**config.mk**
```make
export PLATFORM = sky130hd
export DESIGN_NAME = mem_port_arbiter
export DESIGN_NICKNAME = d
export VERILOG_FILES = /design/src/rtl/mem_arb_pkg.sv /design/src/rtl/mem_arb_starve_ctr.sv /design/src/rtl/mem_port_arbiter.sv
export SDC_FILE = /design/constraint.sdc
export NUM_CORES = 1
export LEC_CHECK = 0
export CAP_MARGIN = 20
export CORE_AREA = 8 8 97 99
export DETAILED_ROUTE_END_ITERATION = 10
export DIE_AREA = 0 0 105 107
export PLACE_DENSITY = 0.81
export SLEW_MARGIN = 15
export SYNTH_ARGS = -nofsm -noshare
export SYNTH_HDL_FRONTEND = slang
export SYNTH_SLANG_ARGS = --single-unit
```
**constraint.sdc**
```tcl
create_clock -name clk -period 0.9 [get_ports clk]
set_input_delay 0.09 -clock clk [delete_from_list [all_inputs] [get_ports clk]]
set_output_delay 0.09 -clock clk [all_outputs]
set_load 0.02 [all_outputs]
```
**src/rtl/mem_arb_pkg.sv**
```systemverilog
// Shared types and constants for the unified memory-port arbiter.
package mem_arb_pkg;

  typedef enum logic [1:0] {
    OWN_NONE   = 2'd0,
    OWN_IF     = 2'd1,
    OWN_DM_RD  = 2'd2,
    OWN_DM_ERR = 2'd3
  } owner_e;

  localparam int unsigned WORD_OFF_W    = 2;
  localparam logic [WORD_OFF_W-1:0] MISALIGN_MASK = 2'b11;

endpackage

```
**src/rtl/mem_arb_starve_ctr.sv**
```systemverilog
// Counts consecutive data grants while fetch waits; flags when fetch must win.
module mem_arb_starve_ctr #(
  parameter int unsigned STARVE_LIMIT = 4
) (
  input  logic clk,
  input  logic rst_n,
  input  logic if_req,
  input  logic if_gnt,
  input  logic dm_gnt,
  output logic starve
);

  localparam int unsigned CNT_W = $clog2(STARVE_LIMIT + 1);
  localparam logic [CNT_W-1:0] LIMIT = CNT_W'(STARVE_LIMIT);

  logic [CNT_W-1:0] cnt_q;
  logic [CNT_W-1:0] cnt_d;

  always_comb begin
    cnt_d = cnt_q;
    if (!if_req || if_gnt) begin
      cnt_d = '0;
    end else if (dm_gnt) begin
      cnt_d = cnt_q + 1'b1;
    end
  end

  always_ff @(posedge clk or negedge rst_n) begin
    if (!rst_n) begin
      cnt_q <= '0;
    end else begin
      cnt_q <= cnt_d;
    end
  end

  assign starve = if_req && (cnt_q == LIMIT);

endmodule

```
**src/rtl/mem_port_arbiter.sv**
```systemverilog
// Fixed-priority arbiter sharing one single-ported memory between fetch and load/store.
// Optional fetch starvation guard: MEM_PORT_ARBITER_STARVE_GUARD_EN.
module mem_port_arbiter
  import mem_arb_pkg::*;
#(
  parameter int unsigned ADDR_W       = 32,
  parameter int unsigned DATA_W       = 32,
  parameter int unsigned STARVE_LIMIT = 4
) (
  input  logic                         clk,
  input  logic                         rst_n,
  input  logic                         if_req,
  input  logic [ADDR_W-1:0]            if_addr,
  output logic                         if_gnt,
  output logic                         if_rvalid,
  output logic [DATA_W-1:0]            if_rdata,
  input  logic                         dm_req,
  input  logic                         dm_we,
  input  logic [ADDR_W-1:0]            dm_addr,
  input  logic [DATA_W-1:0]            dm_wdata,
  output logic                         dm_gnt,
  output logic                         dm_rvalid,
  output logic [DATA_W-1:0]            dm_rdata,
  output logic                         dm_err,
  output logic                         mem_en,
  output logic                         mem_we,
  output logic [ADDR_W-WORD_OFF_W-1:0] mem_addr,
  output logic [DATA_W-1:0]            mem_wdata,
  input  logic [DATA_W-1:0]            mem_rdata
);

  owner_e owner_q;
  owner_e owner_d;
  logic   starve_hit;
  logic   dm_misalign;

`ifdef MEM_PORT_ARBITER_STARVE_GUARD_EN
  mem_arb_starve_ctr #(
    .STARVE_LIMIT (STARVE_LIMIT)
  ) u_starve_ctr (
    .clk    (clk),
    .rst_n  (rst_n),
    .if_req (if_req),
    .if_gnt (if_gnt),
    .dm_gnt (dm_gnt),
    .starve (starve_hit)
  );

  logic unused_if_off;
  assign unused_if_off = ^if_addr[WORD_OFF_W-1:0];
`else
  assign starve_hit = 1'b0;

  logic unused_if_off;
  assign unused_if_off = ^if_addr[WORD_OFF_W-1:0] ^ (STARVE_LIMIT == 0);
`endif

  assign dm_misalign = |(dm_addr[WORD_OFF_W-1:0] & MISALIGN_MASK);

  // Data wins unless the starvation guard forces a fetch slot.
  assign dm_gnt = dm_req && !starve_hit;
  assign if_gnt = if_req && !dm_gnt;

  always_comb begin
    mem_en    = 1'b0;
    mem_we    = 1'b0;
    mem_addr  = '0;
    mem_wdata = '0;
    owner_d   = OWN_NONE;
    if (dm_gnt) begin
      mem_en    = !dm_misalign;
      mem_we    = dm_we && !dm_misalign;
      mem_addr  = dm_addr[ADDR_W-1:WORD_OFF_W];
      mem_wdata = dm_wdata;
      if (dm_misalign) begin
        owner_d = OWN_DM_ERR;
      end else if (!dm_we) begin
        owner_d = OWN_DM_RD;
      end
    end else if (if_gnt) begin
      mem_en   = 1'b1;
      mem_addr = if_addr[ADDR_W-1:WORD_OFF_W];
      owner_d  = OWN_IF;
    end
  end

  always_ff @(posedge clk or negedge rst_n) begin
    if (!rst_n) begin
      owner_q <= OWN_NONE;
    end else begin
      owner_q <= owner_d;
    end
  end

  // Response stage: the owner tag steers the shared read bus to one requester.
  always_comb begin
    if_rvalid = (owner_q == OWN_IF);
    dm_rvalid = (owner_q == OWN_DM_RD) || (owner_q == OWN_DM_ERR);
    dm_err    = (owner_q == OWN_DM_ERR);
    if_rdata  = (owner_q == OWN_IF)    ? mem_rdata : '0;
    dm_rdata  = (owner_q == OWN_DM_RD) ? mem_rdata : '0;
  end

endmodule

```
==> results.toml <==
[outcome]
status = "finished with violations"
violations = "setup timing"

[critical_path]
path_class = "reg -> out"
cp_max_fo = 7
start_kind = "flip-flop"
worstPathRequired_ns = 0.81
endpoint_kind = "output port"
cp.arrival_ns = 1.33

[timing]
final_max_slew_viol_count = 0
grt_setup_unrepaired = "yes"
layout_setup_ws_ns = -0.521
tightest_slew_ns = 0.211
max-slew-margin-rel = 0.858
holdWs_ns = 0.0499
final.setup.tns_ns = -30.41
min_period_ns = 1.42
maxClockFrequency_mhz = 704
fin_crit_sh = 1.58
setup_viol = 67
hold_viol = 0

[global_routing]
grt_use_total = 0.165
antenna_found_initial = 0
grt_max_degree = 32
grt_pass1_wl_mm = 15.0
grt_pass1_vias = 2707
grt_overflow = 0

[power_and_ir_drop]
peakVddDrop_mv = 0.356
power.total_mw = 2.90
leakagePower_nw = 2.34
power_density_nw_per_um2 = 654

[synthesis]
yosysWarnings = 0
synth-edff-count = 0
postSynthCellCount = 206
syn_area_per_cell_um2 = 6.02
synth_largest_area_cell = "and2_1"
synth-main-ff-cell = "dfrtp_1"
ys_seq_area_frac = 0.0404
syn_nets = 339
ys_types = 16
yosysTopAreaCellShare = 0.489
synth-async-reset-ratio = 1.00
synth_area_leaders = "and2_1 (49%), nand2_1 (14%), o21ai_0 (9.3%)"
syn-cell-area_um2 = 1240
synth-seq-cells = 2

[floorplanning]
die_h_um = 107
start_util = 0.156
num_rows = 33
core_area_um2 = 7930
ios = 266
dieArea_um2 = 11200
die_x_um = 105

[run]
drv_cap = 0

[finish]
largest_reg_flops = 2
top_regs = "owner_q: 2 flops"
multiInputGateArea_um2 = 1260
fillCellCount = 742
layout.nets = 609
design_area_um2 = 4430
seqCellArea_um2 = 51.3
syn_to_final_growth_pct = 257
drive_gt1_frac = 0.532
post-route-util = 0.558
diodes = 0
regMostFlops = "owner_q"

[drt]
antenna_left = 0
vias = 2455
wl_per_cell_um = 17.5
drtPass1Iterations = 4
routed_wl_mm = 10.1
vias_per_cell = 4.24
drc_errors = 0
first_iter_violations = 53

[clocking]
cts_htree_levels = 1
clock-sinks = 2
clkTransAtPathRegs_ns = 0.03
clk_path_buf_depth = 2
cts_buffers = 3
clock-root-buffer = "clkbuf_8"
postCtsHoldBufs = 0
cts_tree = "yes"

[placement]
placed_area_um2 = 4130
hpwl_mm = 8.57
port_buffers = 263
place.gp.congestion = 0.734

[worst_hold_path]
hold_path.class = "in -> async"
[metal layers]
metal | global-route usage | routed length [um]
met5 | 0 | 0
met4 | 0.0398 | 133
met3 | 0.0750 | 1070
met2 | 0.312 | 5390
met1 | 0.161 | 3510
[kinds of logic (layout without fill, tap and decap cells)]
group,after synthesis,after routing,synth area share
AND/OR/NAND/NOR,149,150,0.673
AO/OA/AOI/OAI,33,33,0.158
buffers and inverters,22,289,0.128
flip-flops,2,2,0.0404
[repair_timing]
item	CTS	global route
setup buffers	6	2
pin swaps	42	14
gates cloned	3	1
resized for setup	821	66
endpoints found under the setup margin	135	105
[through the flow]
step           setup WS [ns]  instances
5_1_grt               -0.578        579
3_3_place_gp          -0.831        567
6_report              -0.521        579
4_1_cts               -0.537        579
3_5_place_dp          -0.873        567
2_1_floorplan         -0.121        206
[critical path, stage by stage, from the launching register on]
cell and delay, ns:
dfrtp_1 0.41, nor2b_4 0.21, buf_6 0.13, clkbuf_16 0.14
and2_4 0.13, buf_6 0.11
[cells in the mapped netlist (2+ instances only)]
cell type  instances
o21ai_0           23
nor2b_4            3
a22o_1             7
clkbuf_1           4
nand2_1           46
buf_6              7
and2_1            97
buf_2              6
buf_4              4
dfrtp_1            2
nor2_1             2
[where the power goes]
group	switching [mW]	total [mW]	leakage [nW]	internal, mW
sequential	0.00913	0.107	0.0217	0.0975
clock	0.0665	0.349	0.0216	0.282
combinational	1.04	2.44	2.29	1.40
[final cells by class]
type                    instances  share of cell area
repair buffers                286               0.664
multi-input cells             183               0.285
well taps                     105              0.0297
flip-flops and latches          2              0.0116
clock buffers                   3             0.00933
[how the worst max path moves through the flow]
| stage | to | start | slack [ns] | depth (start not counted) |
|---|---|---|---|---|
| final | if_rdata[10] | owner_q[0]$_DFF_PN0_ | -0.52 | 5 |
| after global routing | if_rdata[10] | owner_q[0]$_DFF_PN0_ | -0.58 | 5 |
| after CTS | dm_rdata[17] | owner_q[1]$_DFF_PN0_ | -0.54 | 5 |
| after detailed placement | mem_addr[29] | if_req | -0.87 | 4 |
| after global placement | mem_addr[27] | if_req | -0.83 | 4 |
| after floorplan | if_rdata[22] | owner_q[0]$_DFF_PN0_ | -0.12 | 3 |
[layout by cell type, fill, tap and decap left out]
| cell | Yosys | final |
|---|---|---|
| and2_1 | 97 | 12 |
| clkdlybuf4s50_1 | 0 | 49 |
| nor2_4 | 0 | 1 |
| nand2_1 | 46 | 46 |
| dfrtp_2 | 0 | 1 |
| and2_4 | 0 | 75 |
| buf_12 | 0 | 5 |
| buf_4 | 4 | 40 |
| a22o_1 | 7 | 7 |
| clkbuf_8 | 0 | 3 |
| buf_6 | 7 | 107 |
| a21boi_0 | 1 | 1 |
| clkbuf_16 | 0 | 1 |
| nor2_1 | 2 | 1 |
| and3_4 | 0 | 1 |
| buf_2 | 6 | 1 |
| o21ai_2 | 0 | 1 |
| a21o_1 | 1 | 1 |
| and2_2 | 0 | 10 |
| o21ai_1 | 0 | 22 |
| dlygate4sd2_1 | 0 | 63 |
| clkdlybuf4s15_1 | 0 | 2 |
| buf_8 | 0 | 1 |
| dlymetal6s2s_1 | 0 | 16 |
| nor2b_4 | 3 | 4 |
| buf_16 | 0 | 1 |
| dfrtp_1 | 2 | 1 |
| a21oi_1 | 1 | 1 |
No activity file was read; power rests on OpenSTA's default activity.
